File: config.mk
export PLATFORM = sky130hd
export DESIGN_NAME = meas_result_calc
export DESIGN_NICKNAME = d
export VERILOG_FILES = /design/src/rtl/meas_result_calc_pkg.sv /design/src/rtl/meas_result_calc_seq_divider.sv /design/src/rtl/meas_result_calc.sv
export SDC_FILE = /design/constraint.sdc
export NUM_CORES = 2
export LEC_CHECK = 0
export BUFFER_PORTS_ARGS = -buffer_cell sky130_fd_sc_hd__buf_2
export CAP_MARGIN = 10
export CORE_UTILIZATION = 50
export CTS_BUF_LIST = sky130_fd_sc_hd__clkbuf_16
export DETAILED_ROUTE_END_ITERATION = 10
export GPL_TIMING_DRIVEN = 0
export PLACE_DENSITY = 0.67
export SLEW_MARGIN = 20
export SYNTH_ARGS = -nofsm -noshare
export SYNTH_HDL_FRONTEND = slang
export SYNTH_SLANG_ARGS = --single-unit
File: constraint.sdc
create_clock -name clk200M -period 14.4 [get_ports clk200M]
set_input_delay 2.16 -clock clk200M [delete_from_list [all_inputs] [get_ports clk200M]]
set_output_delay 2.16 -clock clk200M [all_outputs]
set_load 0.01 [all_outputs]
File: src/rtl/meas_result_calc_pkg.sv
`default_nettype none
// ============================================================================
// Module      : meas_result_calc_pkg
// Description : Shared constants and FSM state type for the measurement
//               result calculator.
// Revision    : 1.0 - initial release
// ============================================================================
package meas_result_calc_pkg;

    localparam int F_REF_HZ_DEFAULT = 200_000_000;
    localparam int DUTY_SCALE       = 1000;
    localparam int PHASE_SCALE      = 3600;

    localparam int ST_FREQ_DZ  = 0;
    localparam int ST_DUTY_DZ  = 1;
    localparam int ST_PHASE_DZ = 2;
    localparam int ST_FREQ_SAT = 3;

    typedef enum logic [2:0] {
        S_IDLE  = 3'd0,
        S_FREQ  = 3'd1,
        S_DUTY  = 3'd2,
        S_PHASE = 3'd3,
        S_DONE  = 3'd4
    } meas_state_e;

endpackage
`default_nettype wire

File: src/rtl/meas_result_calc_seq_divider.sv
`default_nettype none
// ============================================================================
// Module      : seq_divider
// Description : Restoring divider, one quotient bit per cycle, fixed latency
//               of DIVIDEND_W+2 cycles including the divide-by-zero case.
// Revision    : 1.0 - initial release
// ============================================================================
module seq_divider #(
    parameter int DIVIDEND_W = 64,
    parameter int DIVISOR_W  = 33
) (
    input  logic                  clk,
    input  logic                  rst,
    input  logic                  i_start,
    input  logic [DIVIDEND_W-1:0] i_dividend,
    input  logic [DIVISOR_W-1:0]  i_divisor,
    output logic                  o_busy,
    output logic                  o_done,
    output logic [DIVIDEND_W-1:0] o_quotient,
    output logic                  o_div_zero
);

    localparam int CNT_W = $clog2(DIVIDEND_W);

    logic                  r_active;
    logic                  r_cap;
    logic                  r_dz;
    logic [CNT_W-1:0]      r_cnt;
    logic [DIVISOR_W-1:0]  r_rem;
    logic [DIVISOR_W-1:0]  r_divisor;
    logic [DIVIDEND_W-1:0] r_q;

    logic [DIVISOR_W:0]    w_rem_sh;
    logic                  w_ge;
    logic [DIVISOR_W-1:0]  w_diff;

    // Dividend bits shift out of r_q's top while quotient bits enter at the bottom.
    assign w_rem_sh = {r_rem, r_q[DIVIDEND_W-1]};
    assign w_ge     = (w_rem_sh >= {1'b0, r_divisor});
    assign w_diff   = w_rem_sh[DIVISOR_W-1:0] - r_divisor;

    always_ff @(posedge clk) begin
        if (rst) begin
            r_active  <= 1'b0;
            r_cap     <= 1'b0;
            r_dz      <= 1'b0;
            r_cnt     <= '0;
            r_rem     <= '0;
            r_divisor <= '0;
            r_q       <= '0;
        end else if (r_cap) begin
            r_cap <= 1'b0;
        end else if (r_active) begin
            // A zero divisor still walks the counter so latency is unchanged.
            if (!r_dz) begin
                r_rem <= w_ge ? w_diff : w_rem_sh[DIVISOR_W-1:0];
                r_q   <= {r_q[DIVIDEND_W-2:0], w_ge};
            end
            r_cnt <= r_cnt + 1'b1;
            if (r_cnt == CNT_W'(DIVIDEND_W - 1)) begin
                r_active <= 1'b0;
                r_cap    <= 1'b1;
            end
        end else if (i_start) begin
            r_active  <= 1'b1;
            r_dz      <= (i_divisor == '0);
            r_cnt     <= '0;
            r_rem     <= '0;
            r_divisor <= i_divisor;
            r_q       <= i_dividend;
        end
    end

    assign o_busy     = r_active | r_cap;
    assign o_done     = r_cap;
    assign o_quotient = r_dz ? '0 : r_q;
    assign o_div_zero = r_dz;

endmodule
`default_nettype wire

File: src/rtl/meas_result_calc.sv
`default_nettype none
// ============================================================================
// Module      : meas_result_calc
// Description : Converts gate counts to frequency, duty and phase using one
//               time-multiplexed sequential divider.
// Revision    : 1.0 - initial release
// ============================================================================
module meas_result_calc
    import meas_result_calc_pkg::*;
#(
    parameter int F_REF = F_REF_HZ_DEFAULT,
    parameter int CW    = 32,
    parameter int DIV_W = 64
) (
    input  logic          clk200M,
    input  logic          rst,
    input  logic          in_valid,
    input  logic [CW-1:0] x_count,
    input  logic [CW-1:0] r_count,
    input  logic [CW-1:0] xh_count,
    input  logic [CW-1:0] xl_count,
    input  logic [CW-1:0] xy_count,
    output logic          busy,
    output logic          out_valid,
    output logic [31:0]   freq_hz,
    output logic [9:0]    duty_pm,
    output logic [11:0]   phase_dx10,
    output logic [3:0]    status
);

    meas_state_e r_state, w_next;

    logic [CW-1:0]    r_x, r_r, r_xh, r_xl, r_xy;
    logic             r_busy, r_out_valid;
    logic [31:0]      r_freq_res, r_freq;
    logic [9:0]       r_duty_res, r_duty;
    logic [11:0]      r_phase_res, r_phase;
    logic [3:0]       r_st_res, r_status;

    logic [CW:0]      w_sum;
    logic [DIV_W-1:0] w_dividend;
    logic [CW:0]      w_divisor;
    logic             w_start, w_div_busy, w_div_done, w_div_zero;
    logic [DIV_W-1:0] w_quot;

    assign w_sum = {1'b0, r_xh} + {1'b0, r_xl};

    always_comb begin
        w_dividend = '0;
        w_divisor  = w_sum;
        case (r_state)
            S_FREQ: begin
                w_dividend = DIV_W'(r_x) * DIV_W'(F_REF);
                w_divisor  = {1'b0, r_r};
            end
            S_DUTY:  w_dividend = DIV_W'(r_xh) * DIV_W'(DUTY_SCALE);
            S_PHASE: w_dividend = DIV_W'(r_xy) * DIV_W'(PHASE_SCALE);
            default: ;
        endcase
    end

    // The divider's busy flag doubles as the "already launched" marker per state.
    assign w_start = (r_state inside {S_FREQ, S_DUTY, S_PHASE}) && !w_div_busy;

    seq_divider #(
        .DIVIDEND_W (DIV_W),
        .DIVISOR_W  (CW + 1)
    ) u_div (
        .clk        (clk200M),
        .rst        (rst),
        .i_start    (w_start),
        .i_dividend (w_dividend),
        .i_divisor  (w_divisor),
        .o_busy     (w_div_busy),
        .o_done     (w_div_done),
        .o_quotient (w_quot),
        .o_div_zero (w_div_zero)
    );

    always_comb begin
        w_next = r_state;
        case (r_state)
            S_IDLE:  if (in_valid)   w_next = S_FREQ;
            S_FREQ:  if (w_div_done) w_next = S_DUTY;
            S_DUTY:  if (w_div_done) w_next = S_PHASE;
            S_PHASE: if (w_div_done) w_next = S_DONE;
            S_DONE:  w_next = S_IDLE;
            default: w_next = S_IDLE;
        endcase
    end

    always_ff @(posedge clk200M) begin
        if (rst) begin
            r_state     <= S_IDLE;
            r_busy      <= 1'b0;
            r_out_valid <= 1'b0;
            r_x         <= '0;
            r_r         <= '0;
            r_xh        <= '0;
            r_xl        <= '0;
            r_xy        <= '0;
            r_freq_res  <= '0;
            r_duty_res  <= '0;
            r_phase_res <= '0;
            r_st_res    <= '0;
            r_freq      <= '0;
            r_duty      <= '0;
            r_phase     <= '0;
            r_status    <= '0;
        end else begin
            r_state     <= w_next;
            r_busy      <= (w_next != S_IDLE);
            r_out_valid <= (r_state == S_DONE);
            if (r_state == S_IDLE && in_valid) begin
                r_x  <= x_count;
                r_r  <= r_count;
                r_xh <= xh_count;
                r_xl <= xl_count;
                r_xy <= xy_count;
            end
            if (w_div_done) begin
                case (r_state)
                    S_FREQ: begin
                        r_st_res[ST_FREQ_DZ]  <= w_div_zero;
                        r_st_res[ST_FREQ_SAT] <= |w_quot[DIV_W-1:32];
                        r_freq_res <= (|w_quot[DIV_W-1:32]) ? 32'hFFFF_FFFF : w_quot[31:0];
                    end
                    S_DUTY: begin
                        r_st_res[ST_DUTY_DZ] <= w_div_zero;
                        r_duty_res <= (w_quot > DIV_W'(DUTY_SCALE)) ? 10'(DUTY_SCALE) : w_quot[9:0];
                    end
                    S_PHASE: begin
                        r_st_res[ST_PHASE_DZ] <= w_div_zero;
                        r_phase_res <= (w_quot > DIV_W'(PHASE_SCALE)) ? 12'(PHASE_SCALE) : w_quot[11:0];
                    end
                    default: ;
                endcase
            end
            if (r_state == S_DONE) begin
                r_freq   <= r_freq_res;
                r_duty   <= r_duty_res;
                r_phase  <= r_phase_res;
                r_status <= r_st_res;
            end
        end
    end

    assign busy       = r_busy;
    assign out_valid  = r_out_valid;
    assign freq_hz    = r_freq;
    assign duty_pm    = r_duty;
    assign phase_dx10 = r_phase;
    assign status     = r_status;

endmodule
`default_nettype wire

==> impl_results.md <==
- Maxcap violations: 0
- Die height: 290 um
- First-iteration detailed-routing DRC count: around 2400
- ANT nets after route: 0
- Pin count of the biggest net entering global routing: 15
- Net switching share of the total power: 0.474
- Fraction of the cycle the final worst path needs: 0.528
- Total number of placement rows: approximately 110
- Level count of the clock H-tree: 2
- Clock slew at reported path FFs: roughly 0.060 ns
- Setup skew after layout: approximately 0.063 ns
- Cell class contributing the biggest share of worst-path delay: adder cells
- Async set-reset flop share out of synthesis: 0
- Total negative setup slack: 0 ns
- Chip Width: between 200 and 300 um
- GRT Resource Usage Total: 0.304
- Worst-Skew Late Latency: around 0.64 ns
- Net switching power figure: around 0.0033 W
- Leading cell type in the layout, fill and taps excluded: sky130_fd_sc_hd__inv_1
- Leakage power summed over all cells: 22.1 nW
- Data arrival time at the worst-slack endpoint: 8.06 ns
- Setup repair bufs after CTS: 0
- DPL Wire Length: about 100000 um
- Number of antenna violations at the first check in global routing: 3
- Most used cells in the layout excluding fill and tap cells: 748 x sky130_fd_sc_hd__inv_1, 648 x sky130_fd_sc_hd__nand2_1, 486 x sky130_fd_sc_hd__ha_1
- Total via count after detailed routing: approximately 35000
- Largest area contributor in the synthesized netlist: sky130_fd_sc_hd__fa_1
- Routed WL: roughly 130000 um
- Worst IR Drop VDD: about 0.13 mV
- End-of-flow core utilization: 0.555
- Number of iterations in the first detailed-routing pass: 9
- Port-buffer cells: about 220
- Total buffers and inverters traversed by the critical path: 4
- Cells resized by post-CTS repair: 0
- Ordered cell list for the critical path: inv_1 -> fa_1 -> fa_1 -> inv_1 -> fa_1 -> fa_1 -> fa_1 -> inv_1 -> fa_1 -> inv_1 -> ha_1 -> a21o_1 -> or4_1 -> o21a_1 -> a211o_1 -> a31oi_2 -> a21oi_1 -> a221oi_1 -> nor4_1 -> o311a_1
- Wire length of the first global-routing pass: just under 200000 um
- Count of boundary I/O pins: around 220
- Setup repair after global routing missed its margin: no
- Syn Area/Cell: around 8.5 um^2
- Required @ worst endpoint: ~15 ns
- Primary FF master, synth: sky130_fd_sc_hd__dfxtp_1
- Element type at the critical path end: register
- Synth cell types: 90
- Cell area after synthesis: ~41000 um^2
- Die outline area: ~84000 um^2
- Average wire per standard cell: between 20 and 25 um
- Synth Warn #: 0
- Pins over their slew limit: 0
- Initial cell density of the core: 0.504
- Post-synth EDFFs: 0
- Type of origin of the critical path: register
- Bufs on Longest Clock Path: 3
- Setup violators final: 0
- Final routed DRC violation total: 0
- Library cell used as clock root buffer: sky130_fd_sc_hd__clkbuf_16
- Fin nets: 6205
- Number of instances in the synthesized netlist: between 4000 and 5000
- Critical setup path kind: register to register
- Number of global-route vias before repair: ~35000
- Crit-path max FO: 9
- Worst max-slew margin expressed relative to the limit: 0.185
- Net count after synthesis: ~5900
- Count of hold-fix buffers inserted at cts: 0
- Min-delay worst type: register to register
- Flops & latches, synth: 420
- Number of endpoints with negative hold slack in the final report: 0
- Signed area change from the synthesized netlist to the final layout: 9.97%
- Outcome: completed
- Internal power consumption: 0.00370 W
- Part of the Yosys area used for sequential elements: 0.203
- Post-DR vias/cell: around 5.6
- RePlAce Congestion: between 1 and 1.5
- Maximum single-stage delay on the critical path: around 0.75 ns
- Leading cell types by total area after synthesis: sky130_fd_sc_hd__fa_1 21%, sky130_fd_sc_hd__dfxtp_1 20%, sky130_fd_sc_hd__ha_1 15%, sky130_fd_sc_hd__inv_1 6.7%, sky130_fd_sc_hd__nand2_1 5.9%
- Gate power share: 0.619
- Cell repeated most along the worst path: sky130_fd_sc_hd__fa_1
- Transition time at the pin with the least slew margin: between 1 and 1.5 ns
- CP max-delay cell: sky130_fd_sc_hd__dfxtp_1
- Timing-limited maximum frequency: around 0.13 GHz
- Total grt overflow: 0
- Clock tree from TritonCTS: built
- Number of CTS-inserted buffers: 48
- Share of total power in the clock network: 0.186
- Sequential fraction of design power: 0.195
- Power density of the placed cells: 154 nW/um^2
- Fraction of final layout cells sized beyond drive strength 1: 0.0659
- Clock period minus worst slack: 7.60 ns
- Clock sinks: 420
- Synth top area share: 0.214
- Core ar.: slightly above 80000 um^2
## flip-flops by register name (all words and copies together), names as in the netlist, 6 cells and up
signal and flops:
u_div.r_q 64, u_div.r_divisor 33, u_div.r_rem 33, freq_hz 32, r_freq_res 32, r_r 32, r_x 32, r_xh 32
r_xl 32, r_xy 32, phase_dx10 12, r_phase_res 12, duty_pm 10, r_duty_res 10, u_div.r_cnt 6
## tightest hold or removal path: cells and delay by family, from the launching register on
kind / cells / cell delay (ns)
flip-flops: 1 / 0.30
AND/OR/NAND/NOR: 1 / 0.05
AO/OA/AOI/OAI: 1 / 0.05
## kinds of logic (layout without fill, tap and decap cells)
family | after synthesis | after routing | synth area share
AND/OR/NAND/NOR | 1205 | 1205 | 0.131
AO/OA/AOI/OAI | 1129 | 1129 | 0.171
buffers and inverters | 941 | 1247 | 0.0860
adder cells (fa/ha/maj) | 929 | 929 | 0.361
flip-flops | 420 | 420 | 0.203
XOR/XNOR | 166 | 166 | 0.0352
multiplexers | 50 | 50 | 0.0123
other | 0 | 1 | 0
## synth_stat cells, types with 74 or more instances
cell	count
sky130_fd_sc_hd__inv_1	740
sky130_fd_sc_hd__xor2_1	74
sky130_fd_sc_hd__ha_1	486
sky130_fd_sc_hd__xnor2_1	92
sky130_fd_sc_hd__fa_1	443
sky130_fd_sc_hd__dfxtp_1	420
sky130_fd_sc_hd__a21o_1	119
sky130_fd_sc_hd__clkbuf_1	178
sky130_fd_sc_hd__o21ai_0	130
sky130_fd_sc_hd__a21oi_1	481
sky130_fd_sc_hd__nand2_1	648
sky130_fd_sc_hd__nor2_1	201
## path summary, 6_finish.rpt
kind,cells past startpoint,startpoint,slack (ns),endpoint
worst max-delay path,20,r_x[5]$_SDFFE_PP0P_,6.80,u_div.r_q[56]$_SDFFE_PP0P_
worst min-delay path,2,duty_pm[6]$_SDFFE_PP0P_,0.45,duty_pm[6]$_SDFFE_PP0P_
worst max register to register,20,r_x[5]$_SDFFE_PP0P_,6.80,u_div.r_q[56]$_SDFFE_PP0P_
worst min register to register,2,duty_pm[6]$_SDFFE_PP0P_,0.45,duty_pm[6]$_SDFFE_PP0P_
## metal layers
layer / vias up / share of wire / track usage
met5: - / 0.000088 / 0
met4: 2 / 0.031 / 0.0910
met3: 179 / 0.063 / 0.0466
met2: 994 / 0.48 / 0.518
met1: 16900 / 0.43 / 0.398
li1: 16700 / - / -
## power groups by stage
stage          sequential [W]  clock, W  combinational, W
5_1_grt               0.00138   0.00137           0.00488
4_1_cts               0.00137   0.00132           0.00431
3_3_place_gp          0.00139         0           0.00426
6_report              0.00137   0.00131           0.00435
3_5_place_dp          0.00139         0           0.00427
2_1_floorplan         0.00134         0           0.00317
## through the flow
| stage | setup slack, ns | hold slack [ns] | cell area [um^2] | power (W) | cells |
|---|---|---|---|---|---|
| global route | 6.50 | 0.465 | 45500 | 0.00763 | 6216 |
| CTS | 6.79 | 0.452 | 45500 | 0.00700 | 6216 |
| detailed placement | 6.82 | 0.444 | 43800 | 0.00566 | 6133 |
| finish | 6.80 | 0.448 | 45500 | 0.00703 | 6217 |
| floorplan | 7.95 | 0.429 | 41400 | 0.00450 | 4840 |
| global placement | 6.87 | 0.442 | 43800 | 0.00565 | 6132 |
## area by class of cell
class                      count  area (um^2)
antenna                        1         2.50
buffer                       199          773
tap                         1070         1340
inverter                     742         2790
sequential                   420         8410
timing repair buffer         223         1120
clock buffer                  48         1200
clock inverter                35          448
multi-input combinational   3479        29400
fill                        7780        36500
No activity file was read; power rests on OpenSTA's default activity.
